`config.mk`:
```
export PLATFORM = sky130hd
export DESIGN_NAME = ws2812_frame_sched_flat
export DESIGN_NICKNAME = d
export VERILOG_FILES = /design/src/rtl/ws2812_frame_sched_if.sv /design/src/rtl/ws2812_frame_sched.sv /design/src/flat_wrapper.sv
export SDC_FILE = /design/constraint.sdc
export NUM_CORES = 1
export LEC_CHECK = 0
export CORE_MARGIN = 3
export CORE_UTILIZATION = 45
export CTS_CLUSTER_SIZE = 24
export DETAILED_ROUTE_END_ITERATION = 7
export PLACE_DENSITY = 0.59
export SYNTH_ARGS = -nofsm -noshare
export SYNTH_HDL_FRONTEND = slang
export SYNTH_SLANG_ARGS = --single-unit
```
`constraint.sdc`:
```
create_clock -name clk -period 21.1 [get_ports clk]
set_input_delay 3.165 -clock clk [delete_from_list [all_inputs] [get_ports clk]]
set_output_delay 3.165 -clock clk [all_outputs]
set_load 0.02 [all_outputs]
```
`src/rtl/ws2812_frame_sched_if.sv`:
```
// Host write port, pixel stream to the WS2812 bit serializer and frame status.
// slave is the scheduler side, master is the host/serializer side.
interface ws2812_frame_sched_if #(
  parameter int ADDR_W = 8
);
  logic              wr_en;
  logic [ADDR_W-1:0] wr_addr;
  logic [23:0]       wr_data;
  logic              swap_req;
  logic              frame_req;
  logic              px_valid;
  logic [23:0]       px_data;
  logic              px_last;
  logic              px_ready;
  logic              tx_busy;
  logic              busy;
  logic              frame_done;

  modport master (
    output wr_en, wr_addr, wr_data, swap_req, frame_req, px_ready, tx_busy,
    input  px_valid, px_data, px_last, busy, frame_done
  );

  modport slave (
    input  wr_en, wr_addr, wr_data, swap_req, frame_req, px_ready, tx_busy,
    output px_valid, px_data, px_last, busy, frame_done
  );
endinterface

```
`src/rtl/ws2812_frame_sched.sv`:
```
// WS2812 frame scheduler: double-buffered GRB store, per-LED pixel streaming and latch gap.
// Optional periodic retransmission is enabled by defining WS2812_AUTO_REFRESH_EN.
module ws2812_frame_sched #(
  parameter int LED_NUM    = 8,
  parameter int ADDR_W     = 8,
  parameter int CLK_FRE    = 27_000_000,
  parameter int LATCH_US   = 80,
  parameter int REFRESH_HZ = 30
) (
  input  logic                  clk,
  input  logic                  rst,
  ws2812_frame_sched_if.slave   bus
);
  localparam int LATCH_CYCLES = CLK_FRE / 1_000_000 * LATCH_US;
  localparam int IDX_W        = (LED_NUM > 1) ? $clog2(LED_NUM) : 1;
  localparam int LCNT_W       = $clog2(LATCH_CYCLES + 1);
  localparam logic [IDX_W-1:0]  LAST_IDX   = IDX_W'(LED_NUM - 1);
  localparam logic [LCNT_W-1:0] LATCH_LAST = LCNT_W'(LATCH_CYCLES - 1);
  localparam logic [ADDR_W:0]   ADDR_LIMIT = (ADDR_W + 1)'(LED_NUM);

  typedef enum logic [1:0] {
    ST_IDLE  = 2'd0,
    ST_SEND  = 2'd1,
    ST_LATCH = 2'd2
  } state_t;

  state_t              state_r, state_s;
  logic                front_r, front_s;
  logic                req_pend_r, req_pend_s;
  logic                swap_pend_r, swap_pend_s;
  logic                refresh_pend_s;
  logic [IDX_W-1:0]    idx_r, idx_s;
  logic [LCNT_W-1:0]   latch_cnt_r, latch_cnt_s;
  logic                px_valid_r, px_valid_s;
  logic [23:0]         px_data_r, px_data_s;
  logic                px_last_r, px_last_s;
  logic                busy_r, busy_s;
  logic                frame_done_r, frame_done_s;
  logic [23:0]         bank_r [2][LED_NUM];

  assign bus.px_valid   = px_valid_r;
  assign bus.px_data    = px_data_r;
  assign bus.px_last    = px_last_r;
  assign bus.busy       = busy_r;
  assign bus.frame_done = frame_done_r;

`ifdef WS2812_AUTO_REFRESH_EN
  localparam int REFRESH_CYCLES = CLK_FRE / REFRESH_HZ;
  localparam int RCNT_W         = $clog2(REFRESH_CYCLES);
  localparam logic [RCNT_W-1:0] REFRESH_LAST = RCNT_W'(REFRESH_CYCLES - 1);

  logic [RCNT_W-1:0] refresh_cnt_r;
  logic              refresh_pend_r;

  // Free-running refresh timer; the wrap raises one pending refresh, consumed by IDLE.
  always_ff @(posedge clk or posedge rst) begin
    if (rst) begin
      refresh_cnt_r  <= {RCNT_W{1'b0}};
      refresh_pend_r <= 1'b0;
    end else if (refresh_cnt_r == REFRESH_LAST) begin
      refresh_cnt_r  <= {RCNT_W{1'b0}};
      refresh_pend_r <= 1'b1;
    end else begin
      refresh_cnt_r  <= refresh_cnt_r + RCNT_W'(1);
      refresh_pend_r <= refresh_pend_r & (state_r != ST_IDLE);
    end
  end

  assign refresh_pend_s = refresh_pend_r;
`else
  assign refresh_pend_s = 1'b0;
`endif

  // Host writes land in the back bank as seen before any swap in the same cycle.
  always_ff @(posedge clk or posedge rst) begin
    if (rst) begin
      for (int b = 0; b < 2; b++) begin
        for (int i = 0; i < LED_NUM; i++) begin
          bank_r[b][i] <= 24'h000000;
        end
      end
    end else if (bus.wr_en && ({1'b0, bus.wr_addr} < ADDR_LIMIT)) begin
      bank_r[~front_r][bus.wr_addr[IDX_W-1:0]] <= bus.wr_data;
    end
  end

  // Next-state and next-output logic; new request pulses win over consumption.
  always_comb begin
    state_s      = state_r;
    front_s      = front_r;
    req_pend_s   = req_pend_r | bus.frame_req;
    swap_pend_s  = swap_pend_r | bus.swap_req;
    idx_s        = idx_r;
    latch_cnt_s  = latch_cnt_r;
    px_valid_s   = px_valid_r;
    px_data_s    = px_data_r;
    px_last_s    = px_last_r;
    busy_s       = busy_r;
    frame_done_s = 1'b0;
    case (state_r)
      ST_IDLE: begin
        if (req_pend_r || swap_pend_r || refresh_pend_s) begin
          front_s     = swap_pend_r ? ~front_r : front_r;
          req_pend_s  = bus.frame_req;
          swap_pend_s = bus.swap_req;
          idx_s       = {IDX_W{1'b0}};
          busy_s      = 1'b1;
          px_valid_s  = 1'b1;
          px_data_s   = bank_r[front_s][{IDX_W{1'b0}}];
          px_last_s   = (LAST_IDX == {IDX_W{1'b0}});
          state_s     = ST_SEND;
        end else begin
          state_s = ST_IDLE;
        end
      end
      ST_SEND: begin
        if (bus.px_ready && px_last_r) begin
          px_valid_s  = 1'b0;
          px_last_s   = 1'b0;
          px_data_s   = 24'h000000;
          latch_cnt_s = {LCNT_W{1'b0}};
          state_s     = ST_LATCH;
        end else if (bus.px_ready) begin
          idx_s     = idx_r + IDX_W'(1);
          px_data_s = bank_r[front_r][idx_s];
          px_last_s = (idx_s == LAST_IDX);
        end else begin
          state_s = ST_SEND;
        end
      end
      ST_LATCH: begin
        if (bus.tx_busy) begin
          latch_cnt_s = {LCNT_W{1'b0}};
        end else if (latch_cnt_r == LATCH_LAST) begin
          latch_cnt_s  = {LCNT_W{1'b0}};
          frame_done_s = 1'b1;
          busy_s       = 1'b0;
          state_s      = ST_IDLE;
        end else begin
          latch_cnt_s = latch_cnt_r + LCNT_W'(1);
        end
      end
      default: begin
        px_valid_s = 1'b0;
        px_last_s  = 1'b0;
        busy_s     = 1'b0;
        state_s    = ST_IDLE;
      end
    endcase
  end

  // State and registered outputs.
  always_ff @(posedge clk or posedge rst) begin
    if (rst) begin
      state_r      <= ST_IDLE;
      front_r      <= 1'b0;
      req_pend_r   <= 1'b0;
      swap_pend_r  <= 1'b0;
      idx_r        <= {IDX_W{1'b0}};
      latch_cnt_r  <= {LCNT_W{1'b0}};
      px_valid_r   <= 1'b0;
      px_data_r    <= 24'h000000;
      px_last_r    <= 1'b0;
      busy_r       <= 1'b0;
      frame_done_r <= 1'b0;
    end else begin
      state_r      <= state_s;
      front_r      <= front_s;
      req_pend_r   <= req_pend_s;
      swap_pend_r  <= swap_pend_s;
      idx_r        <= idx_s;
      latch_cnt_r  <= latch_cnt_s;
      px_valid_r   <= px_valid_s;
      px_data_r    <= px_data_s;
      px_last_r    <= px_last_s;
      busy_r       <= busy_s;
      frame_done_r <= frame_done_s;
    end
  end
endmodule

```
`src/flat_wrapper.sv`:
```
// flat-port wrapper written by rule: the top's interface ports become plain ports
module ws2812_frame_sched_flat 
#(
  parameter int LED_NUM    = 8,
  parameter int ADDR_W     = 8,
  parameter int CLK_FRE    = 27_000_000,
  parameter int LATCH_US   = 80,
  parameter int REFRESH_HZ = 30
)
  (clk, rst, bus_wr_en, bus_wr_addr, bus_wr_data, bus_swap_req, bus_frame_req, bus_px_ready, bus_tx_busy, bus_px_valid, bus_px_data, bus_px_last, bus_busy, bus_frame_done);
  ws2812_frame_sched_if #(.ADDR_W(ADDR_W)) bus_i ();
  input  logic clk;
  input  logic rst;
  input wire logic [$bits(bus_i.wr_en)-1:0] bus_wr_en;
  input wire logic [$bits(bus_i.wr_addr)-1:0] bus_wr_addr;
  input wire logic [$bits(bus_i.wr_data)-1:0] bus_wr_data;
  input wire logic [$bits(bus_i.swap_req)-1:0] bus_swap_req;
  input wire logic [$bits(bus_i.frame_req)-1:0] bus_frame_req;
  input wire logic [$bits(bus_i.px_ready)-1:0] bus_px_ready;
  input wire logic [$bits(bus_i.tx_busy)-1:0] bus_tx_busy;
  output wire logic [$bits(bus_i.px_valid)-1:0] bus_px_valid;
  output wire logic [$bits(bus_i.px_data)-1:0] bus_px_data;
  output wire logic [$bits(bus_i.px_last)-1:0] bus_px_last;
  output wire logic [$bits(bus_i.busy)-1:0] bus_busy;
  output wire logic [$bits(bus_i.frame_done)-1:0] bus_frame_done;
  assign bus_i.wr_en = bus_wr_en;
  assign bus_i.wr_addr = bus_wr_addr;
  assign bus_i.wr_data = bus_wr_data;
  assign bus_i.swap_req = bus_swap_req;
  assign bus_i.frame_req = bus_frame_req;
  assign bus_i.px_ready = bus_px_ready;
  assign bus_i.tx_busy = bus_tx_busy;
  assign bus_px_valid = bus_i.px_valid;
  assign bus_px_data = bus_i.px_data;
  assign bus_px_last = bus_i.px_last;
  assign bus_busy = bus_i.busy;
  assign bus_frame_done = bus_i.frame_done;
  ws2812_frame_sched #(.LED_NUM(LED_NUM), .ADDR_W(ADDR_W), .CLK_FRE(CLK_FRE), .LATCH_US(LATCH_US), .REFRESH_HZ(REFRESH_HZ)) u_core (.clk(clk), .rst(rst), .bus(bus_i));
endmodule
```
* Word-level counts from Yosys, hierarchy flattened *
Cells that the tools add are included.

storage, ports and cells
  output and inout port bits = 28
  register bits after elaboration = 432

cells by class
  add/subtract/negate cells = 2
  bitwise gates (word level) = 10
  $lt $le $gt $ge = 8
  equal/unequal tests = 12
  muxes and demuxes = 50
  reduce and logical (&&, ||, !) cells = 16

operator list
  kind                                                                          number
  192-bit two-way mux                                                           7
  384-bit bitwise mux                                                           1
  192-bit demux with 1-bit select                                               1
  24-bit two-way mux                                                            6
  24-bit binary-select mux with 3-bit select                                    1
  24-bit demux with 3-bit select                                                1
  24-bit case mux with 2 select lines                                           1
  12-bit two-way mux                                                            3
  12-bit case mux with 2 select lines                                           1
  1-bit two-way mux                                                             16
  12-bit by 1-bit adder with 12-bit output, second input constant               1
  12-bit == test, second input constant                                         1
  3-bit AND reduction                                                           4
  3-bit two-way mux                                                             3
  1-bit case mux with 3 select lines                                            3
  4-bit >= comparator, second input constant                                    2
  8-bit by 4-bit less-than comparator with 1-bit output, second input constant  1
  2-bit two-way mux                                                             4
  3-bit inverter with 4-bit output                                              2
  4-bit AND reduction                                                           2
  2-bit >= comparator, second input constant                                    3
  2-bit by 1-bit != test with 1-bit output, second input constant               3
  2-bit != test, second input constant                                          3
  3-bit by 2-bit != test with 1-bit output, second input constant               2
  other kinds (16)                                                              26

* Depth between registers and ports, before layout *
Gate-level depths: netlist of the first run.

  word-level depth = 10
  gate-level depth with buffers = 11
  gate-level depth less buffers = 6

* Least setup slack after synthesis of the first run *
Ideal clock, no wire load.

  kind = input-to-reg
  start = in bus_wr_addr[3]
  end = reg u_core.bank_r[336] (netlist bit)
  required time = 20975 ps
  data arrival time = 4861 ps
  setup time = 125 ps
  path slack = 16114 ps
  stages on the path = 6
  path through = or4b_4 > nor3_4 > buf_12 > nand3_4 > buf_6 > mux2_4

between the ends
  word-level cells in the longest chain between the ends = 2

ends and longest elaborated chain
  element                                                line                      RTL
  start: declaration                                     flat_wrapper.sv:15        input wire logic [$bits(bus_i.wr_addr)-1:0] bus_wr_addr;
  8-bit by 4-bit less-than comparator with 1-bit output  ws2812_frame_sched.sv:82  end else if (bus.wr_en && ({1'b0, bus.wr_addr} < ADDR_LIMIT)) begin
  1-bit logical AND                                      ws2812_frame_sched.sv:82
  end signal: indexed assignment                         ws2812_frame_sched.sv:83  bank_r[~front_r][bus.wr_addr[IDX_W-1:0]] <= bus.wr_data;
  end: declaration                                       ws2812_frame_sched.sv:39  logic [23:0] bank_r [2][LED_NUM];

No other way between the ends.
A chain may end at the register's enable or synchronous reset.

* Final worst setup path of the first run *
  start = in bus_wr_addr[3]
  end = reg u_core.bank_r[224] (netlist bit)

Same word-level chain as after synthesis.

==> qor.txt, run 1 <==
PD cells = 109 nW/um^2
Post-synth top flop = dfrtp_1
YS warnings = 0
synthesized net count = 1449
CP required = 21.55 ns
Final Skew = 0.0130 ns
layout cells sized above 1 = 41.3%
critical-path maximum fanout = 24
fin cells = 2054
pin count of the biggest net entering global routing = 192
TritonCTS clock tree = done
Worst-path clk slew = 0.05 ns
first-pass GRT wire length = 76.3 mm
GR Util All Layers = 19.6%
antenna violations before repair = 0
setup TNS = 0 ns
min Tclk post-route = 5.61 ns
startpoint types = input pin
Synth Register Bits = 432
RR Startpoint = u_core.front_r
max-slew violation count = 0
Routed WL = 47.3 mm
cell count after synthesis = 1407
die area = 49100 um^2
cts bufs inserted = 47
setup bufs post-CTS = 0
initial DRC count = 708
FF-to-FF path depth = 3
most frequent cell after synthesis = dfrtp_1
Max Cap Viol = 0
Clock Tree Buf Depth = 3
endpoint type of the worst setup path = flop
dpl cells = 1970
fin util = 51.2%
Critical Path AT = 6.06 ns
RSZ-0062 raised after global routing = false
wire length on met2 = 22.6 mm
# port buffers = 66
chip height = 222 um
DP HPWL = 26.4 mm
Residual DRC = 0
Sink Count = 432
htree depth = 2
FFs w/ async S/R, synth = 100%
Setup-failing EPs final = 0
synthesized area per cell = 14.9 um^2
sequential-to-total area share from yosys stat = 51.7%
routed vias/inst = 5.66
top cell type's share of synthesized area = 51.7%
PostCTS Resize Cnt = 0
capturing point of the worst reg2reg path = u_core.bank_r[224]
drt wl/cell = 23.0 um
num ports = 67
number of synthesized flops with an enable pin = 0
Final #Nets = 1461
clock root buffer = clkbuf_16
# hold bufs at CTS = 0
n_diodes = 0
core area = 45700 um^2
total grt overflow = 0
number of global-route vias before repair = 12.6k
Synth area leaders = dfrtp_1 52%, mux2_2 14%, mux2_4 13%, mux4_2 5.2%, mux2i_1 4.7%
Leak = 11.6 nW
Min-Delay Path Class = flop to flop
FMAX = 178 MHz
Max transition margin = 29.8%
CP endpoint = u_core.bank_r[224]
Antenna Nets Post-Route = 0
initial core utilization = 45.8%
Netlist cell types = 51
row cnt = 78
Worst setup startpoint = bus_wr_addr[3]
M1 WL = 22.3 mm
via count = 11.6k
DR top layer = met4
Worst VDD drop = 163 uV
Final Hold Violating Endpoints = 0
flop-to-flop setup slack = 17.84 ns
Mapped Area = 20900 um^2
Die Wd = 222 um
CP Class = input pin to flop
clock latency on the worst-skew pair = 0.58 ns
worst-margin pin slew = 1.05 ns
Synth top cells by count = 432 x dfrtp_1, 252 x mux2_2, 180 x mux2_4, 98 x mux2i_1, 63 x clkbuf_1
met3 wire length = 1.59 mm
post-synth top area cell = dfrtp_1
Syn-to-layout area delta = 11.8%
outcome = finished clean
GPL Wtd Cong = 0.727
drt first pass iters = 5
Period Utilization, post-route = 26.6%
registers in the layout, summed over array words and instances (netlist names):
register / count
u_core.bank_r: 384
u_core.bus.busy: 1
u_core.bus.frame_done: 1
u_core.bus.px_data: 24
u_core.bus.px_last: 1
u_core.bus.px_valid: 1
u_core.front_r: 1
u_core.idx_r: 3
u_core.latch_cnt_r: 12
u_core.req_pend_r: 1
u_core.state_r: 2
u_core.swap_pend_r: 1
per-stage QoR:
stage	instance area, um^2	total power, mW	setup slack (ns)	hold slack, ns
detailed placement	21900	1.77	14.87	0.485
CTS	23400	2.59	15.48	0.496
global placement	21900	1.77	14.87	0.483
global route	23400	2.68	15.33	0.508
floorplan	20900	1.48	5.90	0.464
finish	23400	2.56	15.49	0.496
worst min-delay path by stage:
stage,startpoint,end,cells after the start
2_1_floorplan,u_core.bank_r[269],u_core.bank_r[269],1
3_5_place_dp,u_core.bank_r[269],u_core.bank_r[269],1
3_3_place_gp,u_core.bank_r[269],u_core.bank_r[269],1
4_1_cts,u_core.latch_cnt_r[3],u_core.latch_cnt_r[3],1
6_report,u_core.bank_r[144],u_core.bank_r[144],1
5_1_grt,u_core.bank_r[159],u_core.bank_r[159],1
layout make-up:
cell class                      count  area [um^2]
Clock buffer                       69         1400
Multi-Input combinational cell    848         9460
Fill cell                        3898        22300
Timing Repair Buffer               82          806
Inverter                            8         37.5
Sequential cell                   432        10800
Clock inverter                     15          115
Tap cell                          600          751
critical path, stage by stage:
cell,delay [ns]
clkdlybuf4s50_1,0.41
or4b_4,0.55
nor3_4,0.11
buf_4,0.35
nand4_2,0.85
mux2_2,0.59
report_power, final:
group          switching [mW]  total [mW]  leakage, nW  internal, mW
sequential             0.0817       0.978         5.93         0.896
combinational           0.452       0.774         4.91         0.323
clock                   0.336       0.807        0.761         0.471
cell usage in the layout (no fill, tap or decap), types with 3 or more instances in the layout:
cell type / instances
or3_1: 4
mux2i_1: 98
a21oi_1: 12
mux2_2: 252
inv_1: 6
mux2_4: 180
nor2b_1: 9
nand3_4: 10
clkbuf_8: 12
dfrtp_1: 430
a32oi_1: 24
clkbuf_16: 48
buf_4: 14
nand4_2: 4
ha_1: 3
clkinv_2: 12
o21ai_0: 13
a22oi_1: 48
a21o_1: 3
mux4_2: 48
o2bb2ai_1: 3
clkdlybuf4s50_1: 66
clkbuf_1: 9
a31oi_1: 26
nor2_1: 38
nand2_1: 32
nand3_1: 4
and3_1: 3
logic make-up after synthesis:
kind of cell / after synthesis / share of synthesized area (%)
buffers and inverters: 127 / 3.28
multiplexers: 579 / 36.4
XOR/XNOR: 5 / 0.209
flip-flops: 432 / 51.7
AND/OR/NAND/NOR: 124 / 3.68
AO/OA/AOI/OAI: 137 / 4.62
adder cells (fa/ha/maj): 3 / 0.179
per-layer routing:
layer / GRT usage (%) / vias up
met1: 27.9 / 6165
met4: 4.31 / 0
met5: 0 / -
met3: 3.10 / 57
li1: - / 5246
met2: 32.0 / 164
(Power assumes the default switching activity.)
==> run 2, diff against run 1 <==
- PLACE_DENSITY: 0.59 -> 0.62
- clock period: 21.1 -> 4.7 ns (I/O delays scaled with it)
==> run 2 against run 1 <==
  * Final area grew 1.3%
  * Flip-flop and latch count unchanged
  * Clock skew rose by 0.00068 ns
  * Global-route usage shrank 0.20 points
  * Power rose to 4.6 times the previous value
  * Via count grew 1.2%
  * Die area unchanged
  * Largest power group unchanged
==> qor.txt, run 2 (same netlist as run 1, synthesis figures left out) <==
RR Startpoint = u_core.idx_r[0]
# hold bufs at CTS = 0
initial DRC count = 746
initial core utilization = 45.8%
HP Start = u_core.bank_r[269]
fin util = 51.9%
flop-to-flop setup slack = 1.64 ns
min Tclk post-route = 3.06 ns
drt first pass iters = 4
antenna violations before repair = 0
Min-Delay Path Class = flop to flop
Leak = 11.7 nW
capturing point of the worst reg2reg path = u_core.bus.px_data[15]
Worst VDD drop = 348 uV
TritonCTS clock tree = done
Setup-failing EPs final = 0
Clock Tree Buf Depth = 3
layout cells sized above 1 = 42.2%
met3 wire length = 1.67 mm
Die Wd = 222 um
number of global-route vias before repair = 12.5k
n_diodes = 0
num ports = 67
WHS Path Cells = 1
row cnt = 78
Worst setup startpoint = u_core.idx_r[0]
final instance area = 23700 um^2
M1 WL = 22.7 mm
die area = 49100 um^2
startpoint types = flop
Reg with most FFs = u_core.bank_r
first-pass GRT wire length = 75.5 mm
clock latency on the worst-skew pair = 0.58 ns
worst-margin pin slew = 0.962 ns
max FFs per register = 384
Period Utilization, post-route = 65.0%
drt wl/cell = 22.8 um
Worst path top cell family by delay = buffers and inverters
Sink Count = 432
htree depth = 2
Antenna Nets Post-Route = 0
PostCTS Resize Cnt = 0
Final #Nets = 1481
DR top layer = met4
CP Cell Sequence = buf_4 -> and2_1 -> buf_4 -> a22oi_1 -> a32oi_1 -> a31oi_1
chip height = 222 um
buffer and inverter count on the worst path = 2
Critical Path AT = 3.46 ns
Max Cap Viol = 0
wire length on met2 = 22.2 mm
Worst-path clk slew = 0.06 ns
Endpoint, Worst Hold = u_core.bank_r[269]
crit path max-delay cell type = buf_4
Residual DRC = 0
Worst path max stage delay = 0.74 ns
most frequent cells in the layout = 430 x dfrtp_1, 252 x mux2_2, 180 x mux2_4, 98 x mux2i_1, 66 x clkdlybuf4s50_1
total grt overflow = 0
core area = 45700 um^2
commonest non-fill, non-tap cell in the layout = dfrtp_1
Cell Area, Placed = 22000 um^2
PD cells = 498 nW/um^2
Max transition margin = 35.9%
critical-path maximum fanout = 50
DP HPWL = 28.3 mm
endpoint type of the worst setup path = flop
GR Util All Layers = 19.4%
FMAX = 327 MHz
GPL Wtd Cong = 0.745
pin count of the biggest net entering global routing = 131
outcome = finished clean
Syn-to-layout area delta = 13.2%
FF-to-FF path depth = 6
CP Class = flop to flop
RSZ-0062 raised after global routing = false
clock root buffer = clkbuf_16
Final Hold Violating Endpoints = 0
via count = 11.8k
routed vias/inst = 5.67
CP required = 5.11 ns
max-slew violation count = 0
Routed WL = 47.3 mm
fillers = 3839
cts bufs inserted = 48
setup bufs post-CTS = 0
# port buffers = 66
cell mode on critical path = buf_4
Final Skew = 0.0137 ns
## run 2: changes by cell type in the layout (fill, tap and decap cells not counted), moves of 2 or more
| cell | delta |
|---|---|
| buf_4 | +18 |
| bufinv_16 | +6 |
| clkbuf_8 | -5 |
| clkinvlp_4 | +2 |
## run 2: routing by layer
metal	up-vias	track usage (%)
met5	-	0
met4	0	4.54
met3	58	2.90
met2	191	31.0
met1	6258	28.2
li1	5268	-
## run 2: cell type report
cell class,count,area (um^2),share of cell area (%)
clock inverter,22,299,1.26
tap,600,751,3.17
inverter,8,33.8,0.143
timing repair buffer,101,961,4.06
multi-input combinational,848,9460,40.0
clock buffer,66,1360,5.74
sequential,432,10800,45.7
## run 2: report_power, final
| group | switching [mW] | internal, mW |
|---|---|---|
| sequential | 0.246 | 4.03 |
| combinational | 2.13 | 1.46 |
| clock | 1.53 | 2.41 |
## run 2: how the worst max path moves through the flow
stage	to	depth (start not counted)
after floorplan	u_core.bank_r[0]	1
after global placement	u_core.bank_r[84]	6
after detailed placement	u_core.bank_r[249]	6
after CTS	u_core.bus.px_data[15]	6
after global routing	u_core.bus.px_data[15]	6
final	u_core.bus.px_data[15]	6
## run 2: through the flow
| stage | setup TNS, ns | setup WS [ns] | hold WS, ns | cells | power, mW |
|---|---|---|---|---|---|
| final | 0 | 1.64 | 0.494 | 2077 | 11.8 |
| after global routing | 0 | 1.50 | 0.508 | 2077 | 12.4 |
| after global placement | 0 | 1.25 | 0.474 | 1989 | 7.91 |
| after detailed placement | 0 | 1.17 | 0.482 | 1989 | 7.95 |
| after CTS | 0 | 1.64 | 0.495 | 2077 | 11.9 |
| after floorplan | -794.17 | -1.84 | 0.464 | 1407 | 6.66 |
